[src/rtl/redux_uart_tx.sv]
// redux_uart_tx
//   Memory-mapped UART transmitter for the redux core. A store to TX_ADDR
//   pushes a byte into a small FIFO. The FSM pops bytes and serialises
//   them as 8N1 frames, or 8E1 frames when REDUX_TX_PARITY_EN is defined.
//   Stores that arrive while the FIFO is full are dropped and counted.
//
// Configuration macro:
//   REDUX_TX_PARITY_EN - adds an even-parity bit after the data bits
//                        (11-bit frame instead of 10-bit).
//
// Parameters:
//   CLKS_PER_BIT - clk cycles per serial bit (>= 2)
//   TX_ADDR      - store address mapped to the transmitter
//   FIFO_DEPTH   - FIFO entries (power of two, >= 2)
//
// Ports:
//   clk       - rising-edge clock
//   rst_n     - asynchronous active-low reset
//   mem_we    - store strobe from the core
//   mem_addr  - store address
//   mem_wdata - store data
//   tx        - serial line, idle high
//   tx_busy   - a frame is on the line or bytes are queued
//   fifo_full - FIFO holds FIFO_DEPTH bytes
//   drop_cnt  - saturating count of stores rejected while full
module redux_uart_tx #(
  parameter int         CLKS_PER_BIT = 4,
  parameter logic [7:0] TX_ADDR      = 8'hFF,
  parameter int         FIFO_DEPTH   = 4
) (
  input  logic       clk,
  input  logic       rst_n,
  input  logic       mem_we,
  input  logic [7:0] mem_addr,
  input  logic [7:0] mem_wdata,
  output logic       tx,
  output logic       tx_busy,
  output logic       fifo_full,
  output logic [7:0] drop_cnt
);

  localparam int PTR_W = $clog2(FIFO_DEPTH);
  localparam int CNT_W = PTR_W + 1;
  localparam int CYC_W = $clog2(CLKS_PER_BIT);
  localparam logic [CNT_W-1:0] FULL_CNT = CNT_W'(FIFO_DEPTH);
  localparam logic [CYC_W-1:0] LAST_CYC = CYC_W'(CLKS_PER_BIT - 1);

  typedef enum logic [2:0] {
    IDLE,
    START,
    DATA,
`ifdef REDUX_TX_PARITY_EN
    PARITY,
`endif
    STOP
  } state_t;

  // FIFO storage and control
  logic [7:0]       mem_q [FIFO_DEPTH];
  logic [PTR_W-1:0] wr_ptr_q, rd_ptr_q;
  logic [CNT_W-1:0] count_q, count_d;
  logic [7:0]       drop_cnt_q;

  // Transmitter state
  state_t           state_q;
  logic [2:0]       bit_q;
  logic [CYC_W-1:0] cyc_q;
  logic [7:0]       shift_q;
  logic             tx_q;
`ifdef REDUX_TX_PARITY_EN
  logic             parity_q;
`endif

  logic store_hit, push, pop, fifo_empty, last_cyc, shift_en;

  assign store_hit  = mem_we && (mem_addr == TX_ADDR);
  assign fifo_empty = (count_q == '0);
  assign fifo_full  = (count_q == FULL_CNT);
  assign push       = store_hit && !fifo_full;
  assign last_cyc   = (cyc_q == LAST_CYC);
  // A pop happens from IDLE, or on the last STOP cycle so back-to-back
  // frames leave no idle gap on the line.
  assign pop        = !fifo_empty &&
                      ((state_q == IDLE) || ((state_q == STOP) && last_cyc));
  assign shift_en   = (state_q == DATA) && last_cyc && (bit_q != 3'd7);

  assign tx       = tx_q;
  assign tx_busy  = (state_q != IDLE) || !fifo_empty;
  assign drop_cnt = drop_cnt_q;

  always_comb begin
    count_d = count_q;
    if (push && !pop)
      count_d = count_q + CNT_W'(1);
    else if (!push && pop)
      count_d = count_q - CNT_W'(1);
  end

  // FIFO payload is data only; emptiness is tracked by the reset counters.
  always_ff @(posedge clk) begin
    if (push)
      mem_q[wr_ptr_q] <= mem_wdata;
  end

  always_ff @(posedge clk or negedge rst_n) begin
    if (!rst_n) begin
      wr_ptr_q   <= '0;
      rd_ptr_q   <= '0;
      count_q    <= '0;
      drop_cnt_q <= '0;
    end else begin
      count_q <= count_d;
      if (push)
        wr_ptr_q <= wr_ptr_q + PTR_W'(1);
      if (pop)
        rd_ptr_q <= rd_ptr_q + PTR_W'(1);
      // A pop on the same edge does not rescue a store seen while full.
      if (store_hit && fifo_full && (drop_cnt_q != 8'hFF))
        drop_cnt_q <= drop_cnt_q + 8'd1;
    end
  end

  // Shift register: loaded on pop, shifted right after each data bit.
  always_ff @(posedge clk) begin
    if (pop) begin
      shift_q <= mem_q[rd_ptr_q];
`ifdef REDUX_TX_PARITY_EN
      parity_q <= ^mem_q[rd_ptr_q];
`endif
    end else if (shift_en) begin
      shift_q <= {1'b0, shift_q[7:1]};
    end
  end

  // Framing FSM; tx is registered so the line never glitches.
  always_ff @(posedge clk or negedge rst_n) begin
    if (!rst_n) begin
      state_q <= IDLE;
      bit_q   <= '0;
      cyc_q   <= '0;
      tx_q    <= 1'b1;
    end else begin
      case (state_q)
        IDLE: begin
          tx_q  <= 1'b1;
          cyc_q <= '0;
          bit_q <= '0;
          if (pop) begin
            state_q <= START;
            tx_q    <= 1'b0;
          end
        end
        START: begin
          if (last_cyc) begin
            cyc_q   <= '0;
            bit_q   <= '0;
            state_q <= DATA;
            tx_q    <= shift_q[0];
          end else begin
            cyc_q <= cyc_q + CYC_W'(1);
          end
        end
        DATA: begin
          if (last_cyc) begin
            cyc_q <= '0;
            if (bit_q == 3'd7) begin
              bit_q <= '0;
`ifdef REDUX_TX_PARITY_EN
              state_q <= PARITY;
              tx_q    <= parity_q;
`else
              state_q <= STOP;
              tx_q    <= 1'b1;
`endif
            end else begin
              bit_q <= bit_q + 3'd1;
              // shift_q moves right on this same edge, so bit 1 is next.
              tx_q  <= shift_q[1];
            end
          end else begin
            cyc_q <= cyc_q + CYC_W'(1);
          end
        end
`ifdef REDUX_TX_PARITY_EN
        PARITY: begin
          if (last_cyc) begin
            cyc_q   <= '0;
            state_q <= STOP;
            tx_q    <= 1'b1;
          end else begin
            cyc_q <= cyc_q + CYC_W'(1);
          end
        end
`endif
        STOP: begin
          if (last_cyc) begin
            cyc_q <= '0;
            if (pop) begin
              state_q <= START;
              tx_q    <= 1'b0;
            end else begin
              state_q <= IDLE;
              tx_q    <= 1'b1;
            end
          end else begin
            cyc_q <= cyc_q + CYC_W'(1);
          end
        end
        default: begin
          state_q <= IDLE;
          cyc_q   <= '0;
          bit_q   <= '0;
          tx_q    <= 1'b1;
        end
      endcase
    end
  end

endmodule

[config.mk]
export PLATFORM = sky130hd
export DESIGN_NAME = redux_uart_tx
export DESIGN_NICKNAME = d
export VERILOG_FILES = /design/src/rtl/redux_uart_tx.sv
export SDC_FILE = /design/constraint.sdc
export NUM_CORES = 1
export LEC_CHECK = 0
export ABC_AREA = 1
export BUFFER_PORTS_ARGS = -buffer_cell sky130_fd_sc_hd__buf_2
export CORE_MARGIN = 2
export CORE_UTILIZATION = 30
export CTS_CLUSTER_DIAMETER = 80
export DETAILED_ROUTE_END_ITERATION = 10
export PLACE_DENSITY = 0.47
export SLEW_MARGIN = 5
export SYNTH_ARGS = -nofsm -noshare
export SYNTH_HDL_FRONTEND = slang
export SYNTH_SLANG_ARGS = --single-unit
export TNS_END_PERCENT = 100
[constraint.sdc]
create_clock -name clk -period 2.6 [get_ports clk]
set_input_delay 0.13 -clock clk [delete_from_list [all_inputs] [get_ports clk]]
set_output_delay 0.13 -clock clk [all_outputs]
set_load 0.05 [all_outputs]
==> results of run 1 <==
==> worst min path at each step <==
stage	startpoint	end	slack [ps]	cells after the start
after floorplan	rst_n	bit_q[0]	-170	0
after global placement	rst_n	bit_q[1]	160	1
after detailed placement	rst_n	bit_q[1]	160	1
after CTS	mem_wdata[0]	mem_q[0][0]	6	1
after global routing	mem_wdata[0]	mem_q[0][0]	20	1
final	mem_wdata[7]	mem_q[1][7]	20	1
==> stage by stage <==
stage | worst slack [ps] | hold slack [ps]
2_1_floorplan | 426 | -166
3_3_place_gp | 540 | 156
3_5_place_dp | 448 | 165
4_1_cts | 441 | 5.96
5_1_grt | 257 | 16.2
6_report | 455 | 17.5
==> worst max-delay path: stages, from the launching register on <==
cell	delay (ps)
dfrtp_1	400
inv_1	100
ha_1	240
o21bai_2	200
nand2_1	90
ha_1	140
inv_1	60
fa_1	380
a21oi_1	140
o21ai_0	110
xor2_1	150
==> registers in the layout, summed over array words and instances, names as in the netlist <==
| name | count |
|---|---|
| drop_cnt | 8 |
| tx | 1 |
| shift_q | 8 |
| cyc_q | 2 |
| rd_ptr_q | 2 |
| count_q | 3 |
| mem_q | 32 |
| state_q | 2 |
| wr_ptr_q | 2 |
| bit_q | 3 |
==> layout make-up <==
| cell class | count | area, um^2 | share of cell area [%] |
|---|---|---|---|
| Clock inverter | 6 | 62.6 | 1.74 |
| Timing Repair Buffer | 43 | 268 | 7.47 |
| Clock buffer | 9 | 124 | 3.45 |
| Inverter | 35 | 131 | 3.66 |
| Sequential cell | 63 | 1780 | 49.6 |
| Multi-Input combinational cell | 192 | 1060 | 29.4 |
| Tap cell | 133 | 166 | 4.64 |
==> cell usage after synthesis, types with 2 or more instances <==
cell / number
a21oi_1: 5
xnor2_1: 2
o22ai_1: 6
xor2_1: 5
nand2_4: 2
inv_2: 8
nand3_4: 2
buf_4: 3
nand3_1: 18
nand2_1: 67
nor2_1: 31
nor2_2: 4
ha_1: 14
nand4_1: 2
o21ai_0: 20
edfxtp_1: 40
dfrtp_1: 22
o21ai_1: 8
inv_1: 27
==> layer usage <==
| layer | vias to the layer above | wire length [um] | GRT usage, % | share of wire, % |
|---|---|---|---|---|
| met5 | - | 0 | 0 | 0 |
| met4 | 0 | 93 | 4.92 | 1.6 |
| met3 | 7 | 197 | 3.57 | 3.3 |
| met2 | 31 | 2790 | 18.0 | 47 |
| met1 | 966 | 2860 | 15.2 | 48 |
| li1 | 1073 | - | - | - |
==> timing repair <==
action	4_1_cts	5_1_grt
gates resized for setup	0	0
hold endpoints to repair	46	0
setup buffers	0	0
hold buffers	7	0
==> cell families (layout without fill, tap and decap cells) <==
group | count (synthesis) | count (layout) | share of synthesized area [%]
and+or+nand+nor | 128 | 128 | 19.0
xor gates and xnor gates | 7 | 7 | 2.05
AOI/OAI and AO/OA | 42 | 42 | 7.68
DFF | 63 | 63 | 59.3
buffers and inverters | 40 | 93 | 5.43
adders and majority gates | 15 | 15 | 6.51
==> power groups by stage <==
stage / Combinational (W) / Sequential [W] / Clock, W
floorplan: 0.000901 / 0.00142 / 0
global placement: 0.00118 / 0.00143 / 0
detailed placement: 0.00120 / 0.00144 / 0
CTS: 0.00121 / 0.00142 / 0.000848
global route: 0.00138 / 0.00144 / 0.000883
finish: 0.00118 / 0.00142 / 0.000818
==> impl_results.md, run 1 <==
* Run status: finished clean
* Number of global-route vias before repair at roughly 1900
* Internal power at 0.00215 W
* CP startpoint: state_q[0]
* 1st-iter DRT viols at 97
* Avg Synthesized Cell Area at 10.2 um^2
* Top cells by area, synth: edfxtp_1, dfrtp_1, nand2_1
* TritonCTS Buffers at 9
* Clock power frac at 23.9%
* R2R depth at 10
* Pwr Total at 0.00342 W
* Sw Share at 37.2%
* CP endpoint kind: flop
* Core area at 9730 um^2
* Routability cong. at 0.766
* Final design utilization at a little under two fifths
* Sequential area share after synthesis at 59.3%
* Final setup TNS at 0 ps
* Reg2reg end: count_q[2]
* Rel. slew slack at approximately 63%
* Post-DP HPWL at 4040 um
* Clock latency on the worst-skew pair at 340 ps
* Synthesized flop and latch total at 63
* Crit-path max FO at 4
* Commonest non-fill, non-tap cells in the layout: nand2_1, edfxtp_1, nor2_1
* Unique masters post-synth at 28
* Root Driver: clkbuf_8
* Post-route cell area at 3590 um^2
* Area leader, netlist: edfxtp_1
* Die Ht at roughly 100 um
* Min Tclk post-route at 2150 ps
* DR pass1 iterations at 4
* Clk sink count at 63
* Diode count at 0
* Max Cap Violations at 0
* Fin cells at 481
* Endpoints failing hold at 0
* Synthesis-to-layout area growth at 19.7%
* Final number of setup-violating endpoints at 0
* H-tree levels at 3
* # rows at 36
* Comb pwr share at 34.7%
* Max Slew Vio Count at 0
* Top_reg_cell synth: edfxtp_1
* Via density at 4.32
* Syn_nets at 329
* Pwr/cell area at 953 nW/um^2
* Detail Route Antenna Nets at 0
* WP data required at 2820 ps
* Layout cell share with drive strength beyond 1 at about a fifth
* Worst hold path class: primary input to flop
* Die Area at between 10000 and 15000 um^2
* Worst-Margin Slew at around 560 ps
* Peak supply drop at 316 uV
* Net Sw Power at 0.00127 W
* Synth top area share at 40.1%
* P_leak at approximately 1.5 nW
* RSZ-0062 raised after global routing: no
* R2R Setup Slk at between 400 and 500 ps
* CTS tree: done
* Buffers on Ports at 29
* Clock skew at 8.57 ps
* CP endpoint: count_q[2]
* Placed Area at 3330 um^2
* Largest net degree at the start of global routing at 24
* # DRC at 0
* WL final at about 5900 um
* Clk slew on worst S/H paths at 70 ps
* Period Utilization, post-route at 82.5%
* Dpl cells at 459
* Synthesized area at 3000 um^2
* Antenna violations before repair at 0
* Layout filler cell count at 1002
* GRT overflow at 0
* Wire per inst at 12.3 um
* Commonest non-fill, non-tap cell in the layout: nand2_1
* Num ports at 30
* Startpoint Class: flop
* Initial Utilization at 30.8%
* Sequential share of power at 41.4%
* EDFF count, synth at 40
* CP Class: flop to flop
* Reg-to-reg startpoint: state_q[0]
* Arrival time at the worst endpoint at about 2400 ps
* Synth Warn # at 0
* Gr usage total at 11.7%
* FMAX at 0.466 GHz
* Async set-reset flop share out of synthesis at 36.5%
* Clock buffer depth at 2
* Die X-Extent at 104 um
* First-pass GRT wire length at 9790 um
* Post-Syn Instances at 295
* Nets at 378
* Via Count at 2077
No activity file was read; power rests on OpenSTA's default activity.
==> inputs of run 2 (changes only) <==
Settings changed: ABC_AREA 1 to 0.
Clock period 2.6 ns to 2.1 ns, I/O delays scaled along.
==> impl_results.md, run 2 <==
* Compound-Gate Fraction of Synth Area at 4.32% (-3.4 points)
* Area leader, netlist: edfxtp_1
* Unique masters post-synth at 41 (+46%)
* Synthesis-to-layout area growth at 28.5%
* Synth top area share at 43.2% (+3.2 points)
* Most flops, register: mem_q
* H-tree levels at 3 (unchanged)
* CP Class: flop to flop
* Net Sw Power at 0.000849 W (-33%)
* Synthesized area at 2780 um^2 (-7.3%)
* TritonCTS Buffers at 9 (unchanged)
* Synthesized flop and latch total at 63 (unchanged)
* P_leak at 1.44 nW (-7.1%)
* Largest family of logic cells by synthesized area: multiplexers
* Layout cell share with drive strength beyond 1 at 41.2% (+21 points)
* Worst hold slack at 282 ps (+264 ps)
* Arrival time at the worst endpoint at 2180 ps (-190 ps)
* Xor and xnor fraction of the mapped netlist area at 3.47% (+1.4 points)
* Buffers on Ports at 29 (unchanged)
* Final number of setup-violating endpoints at 0 (unchanged)
* Avg Synthesized Cell Area at 16.0 um^2 (+57%)
* Clock buffer depth at 2 (unchanged)
* Core area at 9110 um^2 (-6.4%)
* Wire per inst at 13.8 um (+12%)
* Most frequent cell after synthesis: edfxtp_1
* Number of global-route vias before repair at 1649 (-15%)
* Max Slew Vio Count at 0 (unchanged)
* Sw Share at 25.9% (-11 points)
* Routability cong. at 0.718 (-6.2%)
* Synth top cells by count: edfxtp_1, dfrtp_1, ha_1
* WL final at 4880 um (-18%)
* EDFF count, synth at 40 (unchanged)
* CP endpoint kind: flop
* Multi-input logic area at 1010 um^2 (-4.0%)
* Commonest non-fill, non-tap cells in the layout: edfxtp_1, buf_2, dfrtp_1
* DR pass1 iterations at 4 (unchanged)
* Num ports at 30 (unchanged)
* Commonest non-fill, non-tap cell in the layout: edfxtp_1
* Top cells by area, synth: edfxtp_1, dfrtp_1, mux4_2
* # DRC at 0 (unchanged)
* Antenna violations before repair at 0 (unchanged)
* Post-synthesis simple-gate area fraction at 8.47% (-11 points)
* Via Count at 1579 (-24%)
* Seq. cell area at 1780 um^2 (about the same)
* Gr usage total at 11.1% (-0.57 points)
* Peak supply drop at 417 uV (+32%)
* Largest net degree at the start of global routing at 24 (unchanged)
* Top_reg_cell synth: edfxtp_1
* Sequential share of power at 46.1% (+4.7 points)
* Internal power at 0.00243 W (+13%)
* GRT overflow at 0 (unchanged)
* Max Cap Violations at 0 (unchanged)
* Post-Syn Instances at 174 (-41%)
* Syn_nets at 208 (-37%)
* Worst-Margin Slew at 533 ps (-23.1 ps)
* First-pass GRT wire length at 8280 um (-15%)
* # rows at 35 (-2.8%)
* Adder-cell share of the synthesized area at 7.03% (+0.51 points)
* Final design utilization at 39.2% (+2.3 points)
* Clk slew on worst S/H paths at 70 ps (about the same)
* Synth Warn # at 0 (unchanged)
* Worst hold path class: primary input to async pin
* Clock latency on the worst-skew pair at 340 ps (about the same)
* Rel. slew slack at 64.5% (+1.5 points)
* Clk sink count at 63 (unchanged)
* FMAX at 0.511 GHz (+9.7%)
* CTS tree: done
* Crit-path max FO at 4 (unchanged)
* WP data required at 2320 ps (-500 ps)
* Die Area at 10000 um^2 (-7.0%)
* Run status: finished clean
* RSZ-0062 raised after global routing: yes
* Root Driver: clkbuf_8
* Die Ht at 100 um (-3.6%)
* Die X-Extent at 100 um (-3.6%)
* 1st-iter DRT viols at 57 (-41%)
* Post-DP HPWL at 3320 um (-18%)
* Nets at 272 (-28%)
* Multiplexer share of the synthesized area at 11.0% (+11 points)
* Async set-reset flop share out of synthesis at 36.5% (unchanged)
* Endpoints failing hold at 0 (unchanged)
* Detail Route Antenna Nets at 0 (unchanged)
* Clock power frac at 36.2% (+12 points)
* Pwr/cell area at 920 nW/um^2 (-3.5%)
* Largest register FFs at 32 (unchanged)
* Layout filler cell count at 876 (-13%)
* Sequential area share after synthesis at 64.0% (+4.7 points)
* Via density at 4.46 (+3.3%)
* Startpoint Class: flop
* Period Utilization, post-route at 93.1% (+11 points)
* Initial Utilization at 30.5% (-0.31 points)
* Comb pwr share at 17.7% (-17 points)
* Diode count at 0 (unchanged)
* Clock skew at 8.20 ps (-0.364 ps)
* Min Tclk post-route at 1960 ps (-189 ps)
==> run 2: cell count changes after synthesis, moves of 6 or more <==
cell / before / now
nand2_1: 67 / 6
nor2_1: 31 / 7
inv_1: 27 / 8
o21ai_0: 20 / 2
nand3_1: 18 / 4
mux2_2: 0 / 9
mux4_2: 0 / 8
o21ai_1: 8 / 0
inv_2: 8 / 1
o22ai_1: 6 / 0
==> run 2: critical path: stages (launching register included) <==
cell	delay (ps)
dfrtp_1	420
or3b_4	420
inv_6	70
nor4_4	40
ha_4	170
inv_2	50
fa_2	410
mux2_2	260
==> run 2: final timing paths <==
check,start,end,slack (ps),cells after the start
max in group asynchronous,rst_n,state_q[1],1440,2
min reg2reg,cyc_q[0],cyc_q[0],440,1
max reg2reg,count_q[0],count_q[1],140,7
max,count_q[0],count_q[1],140,7
min in group clk,mem_addr[0],wr_ptr_q[0],370,5
min,rst_n,bit_q[1],280,2
==> run 2: kinds of logic (layout without fill, tap and decap cells) <==
logic type,after synthesis,in the layout
xor gates and xnor gates,11,11
DFF,63,63
adders and majority gates,15,15
and+or+nand+nor,37,37
buffers and inverters,12,81
AOI/OAI and AO/OA,17,17
muxes,19,19
==> run 2: per-stage QoR <==
stage,total power [W],setup TNS [ps],worst slack (ps),area [um^2],std cells
after floorplan,0.00193,-1.85,-1.85,2830,174
after global placement,0.00211,-10.5,-10.5,3210,327
after detailed placement,0.00211,-43.5,-43.5,3210,327
after CTS,0.00333,0,7.42,3530,353
after global routing,0.00346,-30.0,-30.0,3570,354
final,0.00328,0,144,3570,354
==> run 2: layout make-up <==
| class | instances | share of cell area (%) |
|---|---|---|
| Sequential cell | 63 | 49.9 |
| Multi-Input combinational cell | 99 | 28.4 |
| Timing Repair Buffer | 56 | 10.4 |
| Tap cell | 111 | 3.89 |
| Clock buffer | 9 | 3.47 |
| Clock inverter | 7 | 2.91 |
| Inverter | 9 | 1.09 |
==> run 2: timing repair <==
item	in CTS	in global routing
resized for setup	0	7
hold buffers	9	0
pin swaps	1	6
setup buffers	1	1
cloned	0	0
endpoints found under the setup margin	2	2
endpoints found under the hold margin	54	0
==> run 2: routing by layer <==
layer  vias to the layer above  track usage (%)  share of wire [%]
li1                        786                -                  -
met1                       756             15.5                 49
met2                        27             16.4                 46
met3                        10             2.30                2.9
met4                         0             5.69                2.4
met5                         -                0                  0
==> run 2: power by group through the flow <==
stage | clock network, W | logic (W) | registers (W)
floorplan | 0 | 0.000371 | 0.00156
global placement | 0 | 0.000571 | 0.00154
detailed placement | 0 | 0.000568 | 0.00154
CTS | 0.00123 | 0.000584 | 0.00151
global route | 0.00127 | 0.000654 | 0.00153
finish | 0.00119 | 0.000580 | 0.00151
